## src/rtl/ni_rx_pkg.sv

```systemverilog
// ni_rx_pkg: packet format shared by the transmitting and receiving NIs.
// Item layout, MSB first: {parity, header[HDR_SZ-2:0], payload[PL_SZ], dest[ADDR_SZ]}.
// The parity bit makes the XOR of the whole item zero.
package ni_rx_pkg;

    localparam int unsigned ADDR_SZ = 4;
    localparam int unsigned PL_SZ   = 16;
    localparam int unsigned HDR_SZ  = 4;

    localparam int unsigned ITEM_W  = HDR_SZ + PL_SZ + ADDR_SZ;
    localparam int unsigned OUT_W   = HDR_SZ - 1 + PL_SZ;

    localparam int unsigned DEST_LSB = 0;
    localparam int unsigned PL_LSB   = ADDR_SZ;
    localparam int unsigned HDR_LSB  = ADDR_SZ + PL_SZ;
    localparam int unsigned PAR_BIT  = ITEM_W - 1;

    // Even parity over the full item, parity bit included.
    function automatic logic parity_good(input logic [ITEM_W-1:0] item);
        return ~(^item);
    endfunction

endpackage

```

## src/rtl/ni_rx_fifo.sv

```systemverilog
// ni_rx_fifo: synchronous show-ahead FIFO.
// Ports: clk/reset (sync, active-high); push/din write; pop consumes the head;
// dout is the head (holds the last head, or 0 after reset, while empty);
// full/empty/count report occupancy. push while full is taken only with a pop.
module ni_rx_fifo #(
    parameter int unsigned WIDTH = 8,
    parameter int unsigned DEPTH = 4
) (
    input  logic                     clk,
    input  logic                     reset,
    input  logic                     push,
    input  logic                     pop,
    input  logic [WIDTH-1:0]         din,
    output logic [WIDTH-1:0]         dout,
    output logic                     full,
    output logic                     empty,
    output logic [$clog2(DEPTH):0]   count
);

    localparam int unsigned AW = $clog2(DEPTH);

    logic [WIDTH-1:0] mem [DEPTH];
    logic [AW-1:0]    wr_ptr;
    logic [AW-1:0]    rd_ptr;
    logic [WIDTH-1:0] hold;
    logic             do_push;
    logic             do_pop;

    assign empty   = (count == '0);
    assign full    = (count == (AW+1)'(DEPTH));
    assign do_pop  = pop & ~empty;
    assign do_push = push & (~full | do_pop);
    assign dout    = empty ? hold : mem[rd_ptr];

    always_ff @(posedge clk) begin
        if (!reset && do_push) begin
            mem[wr_ptr] <= din;
        end
    end

    always_ff @(posedge clk) begin
        if (reset) begin
            wr_ptr <= '0;
            rd_ptr <= '0;
            count  <= '0;
            hold   <= '0;
        end else begin
            if (do_push) wr_ptr <= wr_ptr + AW'(1);
            if (do_pop)  rd_ptr <= rd_ptr + AW'(1);
            case ({do_push, do_pop})
                2'b10:   count <= count + (AW+1)'(1);
                2'b01:   count <= count - (AW+1)'(1);
                default: count <= count;
            endcase
            // Track the head so the output stays put once the FIFO drains.
            if (!empty) hold <= mem[rd_ptr];
        end
    end

endmodule

```

## src/rtl/ni_rx.sv

```systemverilog
// ni_rx: receive-side network interface.
// Classifies each valid item (parity, destination, overflow), runs the payload
// sequence check, buffers accepted {header, payload} in a show-ahead FIFO.
// Ports: clk, reset (sync, active-high); id node address; item_in/valid from
// the channel; busy registered backpressure; out_data/out_valid/out_ready to
// the local consumer; clear_err clears the sticky parity_err/seq_err/ovf_err;
// error is their registered OR; led toggles per accepted payload == TG_COUNT;
// rx_count/drop_count are saturating accepted/discarded counters.
module ni_rx
    import ni_rx_pkg::*;
#(
    parameter int unsigned FIFO_DEPTH = 4,
    parameter int unsigned TG_COUNT   = 500,
    parameter int unsigned CNT_W      = 16
) (
    input  logic               clk,
    input  logic               reset,
    input  logic [ADDR_SZ-1:0] id,
    input  logic [ITEM_W-1:0]  item_in,
    input  logic               valid,
    output logic               busy,
    output logic [OUT_W-1:0]   out_data,
    output logic               out_valid,
    input  logic               out_ready,
    input  logic               clear_err,
    output logic               parity_err,
    output logic               seq_err,
    output logic               ovf_err,
    output logic               error,
    output logic               led,
    output logic [CNT_W-1:0]   rx_count,
    output logic [CNT_W-1:0]   drop_count
);

    localparam int unsigned CW = $clog2(FIFO_DEPTH) + 1;

    logic [PL_SZ-1:0]    payload;
    logic [HDR_SZ-2:0]   header;
    logic                dest_ok;
    logic                par_ok;
    logic                fifo_full;
    logic                fifo_empty;
    logic [CW-1:0]       occ;
    logic [CW-1:0]       occ_next;
    logic                pop;
    logic                accept;
    logic                drop;
    logic                par_ev;
    logic                ovf_ev;
    logic                seq_ev;
    logic                armed;
    logic [PL_SZ-1:0]    last;
    logic [PL_SZ-1:0]    expected;
    logic                pe_next;
    logic                se_next;
    logic                oe_next;

    assign payload  = item_in[PL_LSB +: PL_SZ];
    assign header   = item_in[HDR_LSB +: HDR_SZ-1];
    assign dest_ok  = (item_in[DEST_LSB +: ADDR_SZ] == id);
    assign par_ok   = parity_good(item_in);

    assign out_valid = ~fifo_empty;
    assign pop       = out_valid & out_ready;

    // Priority: parity, then destination, then overflow. A same-cycle pop
    // frees a slot, so a full FIFO still accepts.
    assign par_ev = valid & ~par_ok;
    assign accept = valid & par_ok & dest_ok & (~fifo_full | pop);
    assign ovf_ev = valid & par_ok & dest_ok & fifo_full & ~pop;
    assign drop   = valid & ~accept;

    assign expected = (last == PL_SZ'(TG_COUNT)) ? '0 : last + PL_SZ'(1);
    assign seq_ev   = accept & armed & (payload != expected);

    // An event in the clearing cycle keeps its flag set.
    assign pe_next = (parity_err & ~clear_err) | par_ev;
    assign se_next = (seq_err    & ~clear_err) | seq_ev;
    assign oe_next = (ovf_err    & ~clear_err) | ovf_ev;

    always_comb begin
        occ_next = occ;
        case ({accept, pop})
            2'b10:   occ_next = occ + CW'(1);
            2'b01:   occ_next = occ - CW'(1);
            default: occ_next = occ;
        endcase
    end

    ni_rx_fifo #(
        .WIDTH (OUT_W),
        .DEPTH (FIFO_DEPTH)
    ) u_fifo (
        .clk   (clk),
        .reset (reset),
        .push  (accept),
        .pop   (pop),
        .din   ({header, payload}),
        .dout  (out_data),
        .full  (fifo_full),
        .empty (fifo_empty),
        .count (occ)
    );

    always_ff @(posedge clk) begin
        if (reset) begin
            busy       <= 1'b0;
            parity_err <= 1'b0;
            seq_err    <= 1'b0;
            ovf_err    <= 1'b0;
            error      <= 1'b0;
            led        <= 1'b0;
            rx_count   <= '0;
            drop_count <= '0;
            armed      <= 1'b0;
            last       <= '0;
        end else begin
            // One slot of headroom covers the item already in flight.
            busy       <= (occ_next >= CW'(FIFO_DEPTH - 1));
            parity_err <= pe_next;
            seq_err    <= se_next;
            ovf_err    <= oe_next;
            error      <= pe_next | se_next | oe_next;
            if (accept) begin
                armed <= 1'b1;
                last  <= payload;
                if (payload == PL_SZ'(TG_COUNT)) led <= ~led;
                if (rx_count != '1) rx_count <= rx_count + CNT_W'(1);
            end
            if (drop && drop_count != '1) begin
                drop_count <= drop_count + CNT_W'(1);
            end
        end
    end

endmodule

```

## config.mk

```make
export PLATFORM = sky130hd
export DESIGN_NAME = ni_rx
export DESIGN_NICKNAME = d
export VERILOG_FILES = /design/src/rtl/ni_rx_pkg.sv /design/src/rtl/ni_rx_fifo.sv /design/src/rtl/ni_rx.sv
export SDC_FILE = /design/constraint.sdc
export NUM_CORES = 1
export LEC_CHECK = 0
export ABC_AREA = 0
export CORE_ASPECT_RATIO = 0.75
export CORE_MARGIN = 2
export CORE_UTILIZATION = 40
export CTS_BUF_LIST = sky130_fd_sc_hd__clkbuf_16
export CTS_CLUSTER_DIAMETER = 30
export DETAILED_ROUTE_END_ITERATION = 6
export PLACE_DENSITY = 0.64
export REMOVE_ABC_BUFFERS = 1
export SYNTH_ARGS = -nofsm -noshare
export SYNTH_HDL_FRONTEND = slang
export SYNTH_HIERARCHICAL = 1
export SYNTH_SLANG_ARGS = --single-unit
```

## constraint.sdc

```tcl
create_clock -name clk -period 4.5 [get_ports clk]
set_input_delay 0.675 -clock clk [delete_from_list [all_inputs] [get_ports clk]]
set_output_delay 0.675 -clock clk [all_outputs]
set_load 0.02 [all_outputs]
```

# Word-level counts from Yosys, hierarchy flattened
# Memory sizes are Yosys's and may differ from the RTL's. A register that Yosys moved wholly into a read port is not among the register bits.
# Index checks and enable logic that the tools add are counted.
classes:
  n_eq_ne: 11
  n_reduce_logical: 8
  order_cmp: 1
  addsub: 7
  bitwise_logic: 29
  n_mux: 8
ops:
  columns: ["cell", "n"]
  rows:
  - ["adder 16 x 1 -> 16 bit, second input constant", 3]
  - ["equality test 16 x 9 -> 1 bit, second input constant", 2]
  - ["!= test 16 bit, second input constant", 2]
  - ["parity 24 bit", 1]
  - ["two-way mux 19 bit", 1]
  - ["two-way mux 16 bit", 1]
  - ["!= test 16 bit", 1]
  - ["AND 1 bit", 15]
  - ["case mux 3 bit (2 select lines)", 2]
  - ["inverter 1 bit", 7]
  - ["bitwise OR 1 bit", 7]
  - ["adder 2 x 1 -> 2 bit, second input constant", 2]
  - ["equality test 2 x 1 -> 1 bit, second input constant", 2]
  - ["equality test 2 bit, second input constant", 2]
  - ["equality test 4 bit", 1]
  - ["two-way mux 2 bit", 2]
  - ["AND reduction 2 bit", 2]
  - ["adder 3 x 1 -> 3 bit, second input constant", 1]
  - ["equality test 3 bit, second input constant", 1]
  - [">= comparator 3 x 2 -> 1 bit, second input constant", 1]
  - ["zero test 3 bit", 1]
  - ["subtractor 3 x 1 -> 3 bit, second input constant", 1]
  - ["logical AND 1 bit", 2]
  - ["two-way mux 1 bit", 2]
  - ["other kinds (2)", 2]
word_totals:
  register_bits: 81
  output_inout_bits: 58
  memories: 1
  wordCells: 79
  inputBits: 33
  ramBits: 76
memory_table:
  columns: ["name", "words", "width", "read_ports", "rd_ports_with_merged_regs", "wr", "line_no", "text"]
  rows:
  - ["u_fifo.mem", 4, 19, 1, 1, 1, "ni_rx_fifo.sv:22", "logic [WIDTH-1:0] mem [DEPTH];"]

# Longest topological paths before layout
logic_depth:
  depth_word: 10
  mapped_depth: 18
  ltp_nobuf: 16

# Hierarchy
# The synthesis kept the hierarchy.
modules_own_cells:
  columns: ["module", "seq_area_each_um2", "area_each_um2", "n_inst", "cells_each"]
  rows:
  - ["ni_rx_fifo", 2842.7, 3957.5, 1, 213]
  - ["ni_rx", 1101.1, 3731.1, 1, 476]

# Worst setup path after synthesis
# No wires, ideal clock.
synth_timing:
  path_type: "input to register"
  from: "in item_in[4]"
  to: "mem u_fifo/mem[1][0] in the netlist's numbering, enable pin"
  n_path_buf: 2
  stages: 13
  setup_time_ps: 423
  t_arrival_ps: 4153
  slack_ps: -76
  required_ps: 4077
  path_cell_list: "inv_1 > ha_1 > xor2_1 > xnor2_1 > xnor2_1 > xor2_1 > nand3_2 > inv_1 > buf_2 > buf_2 > o21a_1 > inv_1 > nor3b_1"
synth_via:
  elab_chain_len: 9
synth_lines:
  columns: ["element", "line_no", "text"]
  rows:
  - ["from (decl)", "ni_rx.sv:19", "input logic [ITEM_W-1:0] item_in,"]
  - ["parity 24 bit", "ni_rx_pkg.sv:20", "return ~(^item);"]
  - ["inverter 1 bit", "ni_rx_pkg.sv:20", null]
  - ["AND 1 bit (3 in a row)", "ni_rx.sv:69", "assign accept = valid & par_ok & dest_ok & (~fifo_full | pop);"]
  - ["via accept", "ni_rx.sv:46", "logic accept;"]
  - ["AND 1 bit", "ni_rx_fifo.sv:32", "assign do_push = push & (~full | do_pop);"]
  - ["logical AND 1 bit", "ni_rx_fifo.sv:36", "if (!reset && do_push) begin"]
  - ["two-way mux 1 bit", "ni_rx_fifo.sv:36", null]
  - ["two-way mux 1 bit (implied by the code)", "ni_rx_fifo.sv:37", "mem[wr_ptr] <= din;"]
  - ["to (decl)", "ni_rx_fifo.sv:22", null]
# The timed path passes the listed nets, and every way through them passes these cells.

# Worst setup path after layout
layout_timing:
  from: "in item_in[14]"
  to: "reg u_fifo.count[2]"
layout_via:
  elab_chain_len: 8
  word_cells_on_any_way: 10
  cone_classes: "2 x eq/ne; 1 x mux; 5 x bitwise; 2 x reduce/logical"
layout_lines:
  columns: ["element", "line_no", "text"]
  rows:
  - ["parity 24 bit *", "ni_rx_pkg.sv:20", null]
  - ["inverter 1 bit *", "ni_rx_pkg.sv:20", null]
  - ["AND 1 bit * (3 in a row)", "ni_rx.sv:69", null]
  - ["AND 1 bit *", "ni_rx_fifo.sv:32", null]
  - ["equality test 2 x 1 -> 1 bit or equality test 2 bit (tied branches)", "ni_rx_fifo.sv:50", "case ({do_push, do_pop})"]
  - ["case mux 3 bit (2 select lines) or nonzero test 2 bit (tied branches)", null, null]
  - ["to (signal assigned)", "ni_rx_fifo.sv:51", "2'b10: count <= count + (AW+1)'(1);"]
  - ["to (signal assigned)", "ni_rx_fifo.sv:52", "2'b01: count <= count - (AW+1)'(1);"]
  - ["to (signal assigned)", "ni_rx_fifo.sv:53", "default: count <= count;"]
  - ["to (decl)", "ni_rx_fifo.sv:17", "output logic [$clog2(DEPTH):0] count"]
# Mark *: on every way between the ends. The rest lies on a longest branch, timed or not.
# A chain may end at the register's enable or synchronous reset.

==> out/results.tsv <==
stage	metric	value	unit
status	status	complete, no violations	
die	Die Area	20400	µm²
die	# IOs	91	
sta	final setup violation count	0	
setup_path	Critical Path Sink Type	flop	
sta	worst hold margin	0.485	ns
clock_network	hold_buf cts	0	
route	DR WL/cell	18.7	µm
flow_run	maxcap violations	0	
cells_and_area	non-filler cells in the finished layout	1048	
cells_and_area	fillers	1620	
route	Via density	5.50	
route	Initial DRC Count	450	
yosys	ys flop type	dfxtp_1	
clock_network	setup bufs post-CTS	0	
setup_path	crit path max fanout	5	
cells_and_area	most common library cell in the layout ignoring fill and taps	clkdlybuf4s50_1	
clock_network	clock-pin slew on the worst setup and hold paths	0.07	ns
clock_network	Num CTS Buffers	17	
die	row count	43	
cells_and_area	multi-input logic area	3480	µm²
setup_path	family with the most delay on the worst path	buffers and inverters	
die	Die H	124	µm
route	DRC Markers	0	
die	Placeable Area	18700	µm²
setup_path	startpoint types	input port	
clock_network	htree depth	4	
cells_and_area	Antenna diodes	0	
yosys	Yosys Warn Count	6	
min_path	Hold Crit Class	reg -> reg	
cells_and_area	register area	3940	µm²
power_and_ir_drop	Power Density	350	nW/µm²
place	RePlAce Congestion	0.898	
global_routing	vias in the first global route	5609	
sta	maximum clock rate	256	MHz
cells_and_area	share of layout cells above drive strength 1	14.9	%
setup_path	Most common cell on crit path	inv_1	
global_routing	initial antenna violation count	0	
sta	Final Hold Fails	0	
place	detailed-placement wirelength estimate	13.5	mm
die	chip width	164	µm
setup_path	WP data required	4.85	ns
sta	Worst Skew	0.00806	ns
cells_and_area	Area Overhead vs Synth	23.7	%
yosys	ys async rst share	0	%
setup_path	CP max stage delay	0.55	ns
global_routing	total gr overflow	0	
setup_path	Buf/Inv on CP	5	
global_routing	largest net degree at the start of global routing	99	
sta	unrepaired setup endpoints after global routing	no	
setup_path	CP Data Arrival Time	4.26	ns
yosys	syn avg cell area	11.2	µm²
yosys	Syn Inst Count	689	
cells_and_area	most frequent cells in the layout	89 x clkdlybuf4s50_1, 83 x dfxtp_1, 76 x edfxtp_1, 56 x nand2_1	
clock_network	CTS Buffer Depth	2	
sta	Least-Margin Pin Slew	1.08	ns
yosys	number of flops mapped to enable cells by yosys	76	
global_routing	GRT Util Overall	20.3	%
power_and_ir_drop	worst vdd ir	0.223	mV
clock_network	post_cts resized	0	
place	placed cells	1016	
setup_path	Cell Chain, Critical Path	clkdlybuf4s50_1 > inv_1 > ha_1 > xnor2_1 > xnor2_1 > xnor2_1 > xor2_1 > nand3_2 > inv_1 > o21a_1 > inv_1 > ha_1 > inv_1 > fa_1 > xor2_1 > or3_1 > a21oi_1	
yosys	sequential area share after synthesis	51.3	%
sta	Final Max Tran Viols	0	
route	first-pass iteration count of the detailed router	5	
setup_path	CP max-delay cell	clkdlybuf4s50_1	
cells_and_area	Net count, final	841	
sta	Slew headroom	27.8	%
setup_path	Setup CP Type	in -> reg	
yosys	post-synthesis register bit count	159	
clock_network	CTS Sinks	159	
power_and_ir_drop	P_leak	0.00323	µW
yosys	Post-Syn Area	7690	µm²
yosys	Synth cell types	62	
place	port bufs	90	
route	routed vias	5769	
clock_network	Root Buffer	clkbuf_16	
clock_network	CTS tree	done	
die	Initial Utilization	41.2	%
sta	period utilization	86.8	%
route	Final ANT Viol Nets	0	
sta	minimum clock period	3.91	ns
route	Detailed Route WL	19.6	mm
clock_network	clk_lat worst skew	0.43	ns
global_routing	first-pass GRT wire length	31.0	mm
==> Yosys cell counts, types with 6 or more instances <==
| cell | number | share of area, % |
|---|---|---|
| ha_1 | 18 | 2.9 |
| clkbuf_1 | 19 | 0.93 |
| xor2_1 | 12 | 1.4 |
| or4_1 | 7 | 0.68 |
| nor3_1 | 13 | 0.85 |
| edfxtp_1 | 76 | 30 |
| and4_1 | 7 | 0.80 |
| dfxtp_1 | 83 | 22 |
| o21ai_0 | 9 | 0.59 |
| inv_1 | 33 | 1.6 |
| nand2_1 | 56 | 2.7 |
| nor2_1 | 42 | 2.1 |
| nand4_1 | 17 | 1.4 |
| nor3b_1 | 6 | 0.59 |
| xnor2_1 | 28 | 3.2 |
| a21oi_1 | 42 | 2.7 |
| nor4_1 | 12 | 0.98 |
| nand4b_1 | 7 | 0.80 |
| nand3_1 | 17 | 1.1 |
| buf_2 | 13 | 0.85 |
| nor2b_1 | 33 | 2.7 |
| mux4_2 | 19 | 5.6 |
| and3_1 | 6 | 0.49 |
| o31ai_1 | 10 | 0.98 |
| o41ai_1 | 7 | 0.80 |
| mux2_2 | 30 | 4.4 |
==> where the power goes <==
group / leakage [µW] / switching [µW] / total (µW) / internal (µW)
clock: 0.000291 / 645 / 1400 / 760
combinational: 0.00158 / 207 / 367 / 159
sequential: 0.00135 / 21.5 / 1560 / 1540
total: 0.00323 / 874 / 3330 / 2460
==> cells by family after synthesis <==
logic type | share of synthesized area [%]
buf+inv | 3.82
simple gates | 18.2
mux | 10.3
fa+ha+maj | 3.45
compound gates | 8.01
flops | 51.3
xor+xnor | 4.87
==> state kept, by name, indices dropped and copies added (netlist names), named ones only <==
| register | flops |
|---|---|
| busy | 1 |
| armed | 1 |
| u_fifo/mem | 76 |
| drop_count | 16 |
| error | 1 |
| u_fifo/hold | 19 |
| seq_err | 1 |
| rx_count | 16 |
| u_fifo/count | 3 |
| u_fifo/wr_ptr | 2 |
| led | 1 |
| ovf_err | 1 |
| parity_err | 1 |
| last | 16 |
| u_fifo/rd_ptr | 2 |
==> per-layer routing <==
layer  GRT usage [%]  vias to the layer above  part of all wire [%]
li1                -                     2753                     -
met4            6.41                        0                   1.3
met5               0                        -                     0
met1            28.9                     2814                    48
met3            5.26                       21                   6.8
met2            30.2                      181                    44
==> worst reg2reg max path: stages (launching register included) <==
cell and delay (ns):
dfxtp_1 0.47, or3b_2 0.50, inv_1 0.08, nand2b_1 0.11
nand3_2 0.11, inv_1 0.06, o21a_1 0.15, inv_1 0.20
ha_1 0.22, inv_1 0.06, fa_1 0.37, xor2_1 0.15
or3_1 0.31, a21oi_1 0.14
==> final cells by class <==
type,count,area share [%]
Clock buffer,18,4.73
Tap cell,247,3.25
Multi-Input combinational cell,462,36.5
Clock inverter,14,1.32
Inverter,33,1.30
Timing Repair Buffer,115,11.4
Sequential cell,159,41.5
==> worst paths after layout <==
kind,start,endpoint,slack (ns),cells after the start
setup / recovery,item_in[14],u_fifo/count[2],0.59,17
hold / removal,armed,armed,0.49,2
setup reg to reg,u_fifo/count[2],u_fifo/count[2],1.51,13
hold reg to reg,armed,armed,0.49,2
==> stage by stage <==
stage	worst slack [ns]	TNS (ns)	total power [µW]	area [µm²]	util, %
after global routing	0.446	0	3450	9510	51.0
final	0.595	0	3330	9510	51.0
after global placement	0.337	0	1940	8940	47.9
after floorplan	-0.763	-58.00	1780	7520	-
after detailed placement	0.234	0	1950	8940	47.9
after CTS	0.645	0	3350	9510	51.0
Power figures use the tool's default switching activity.
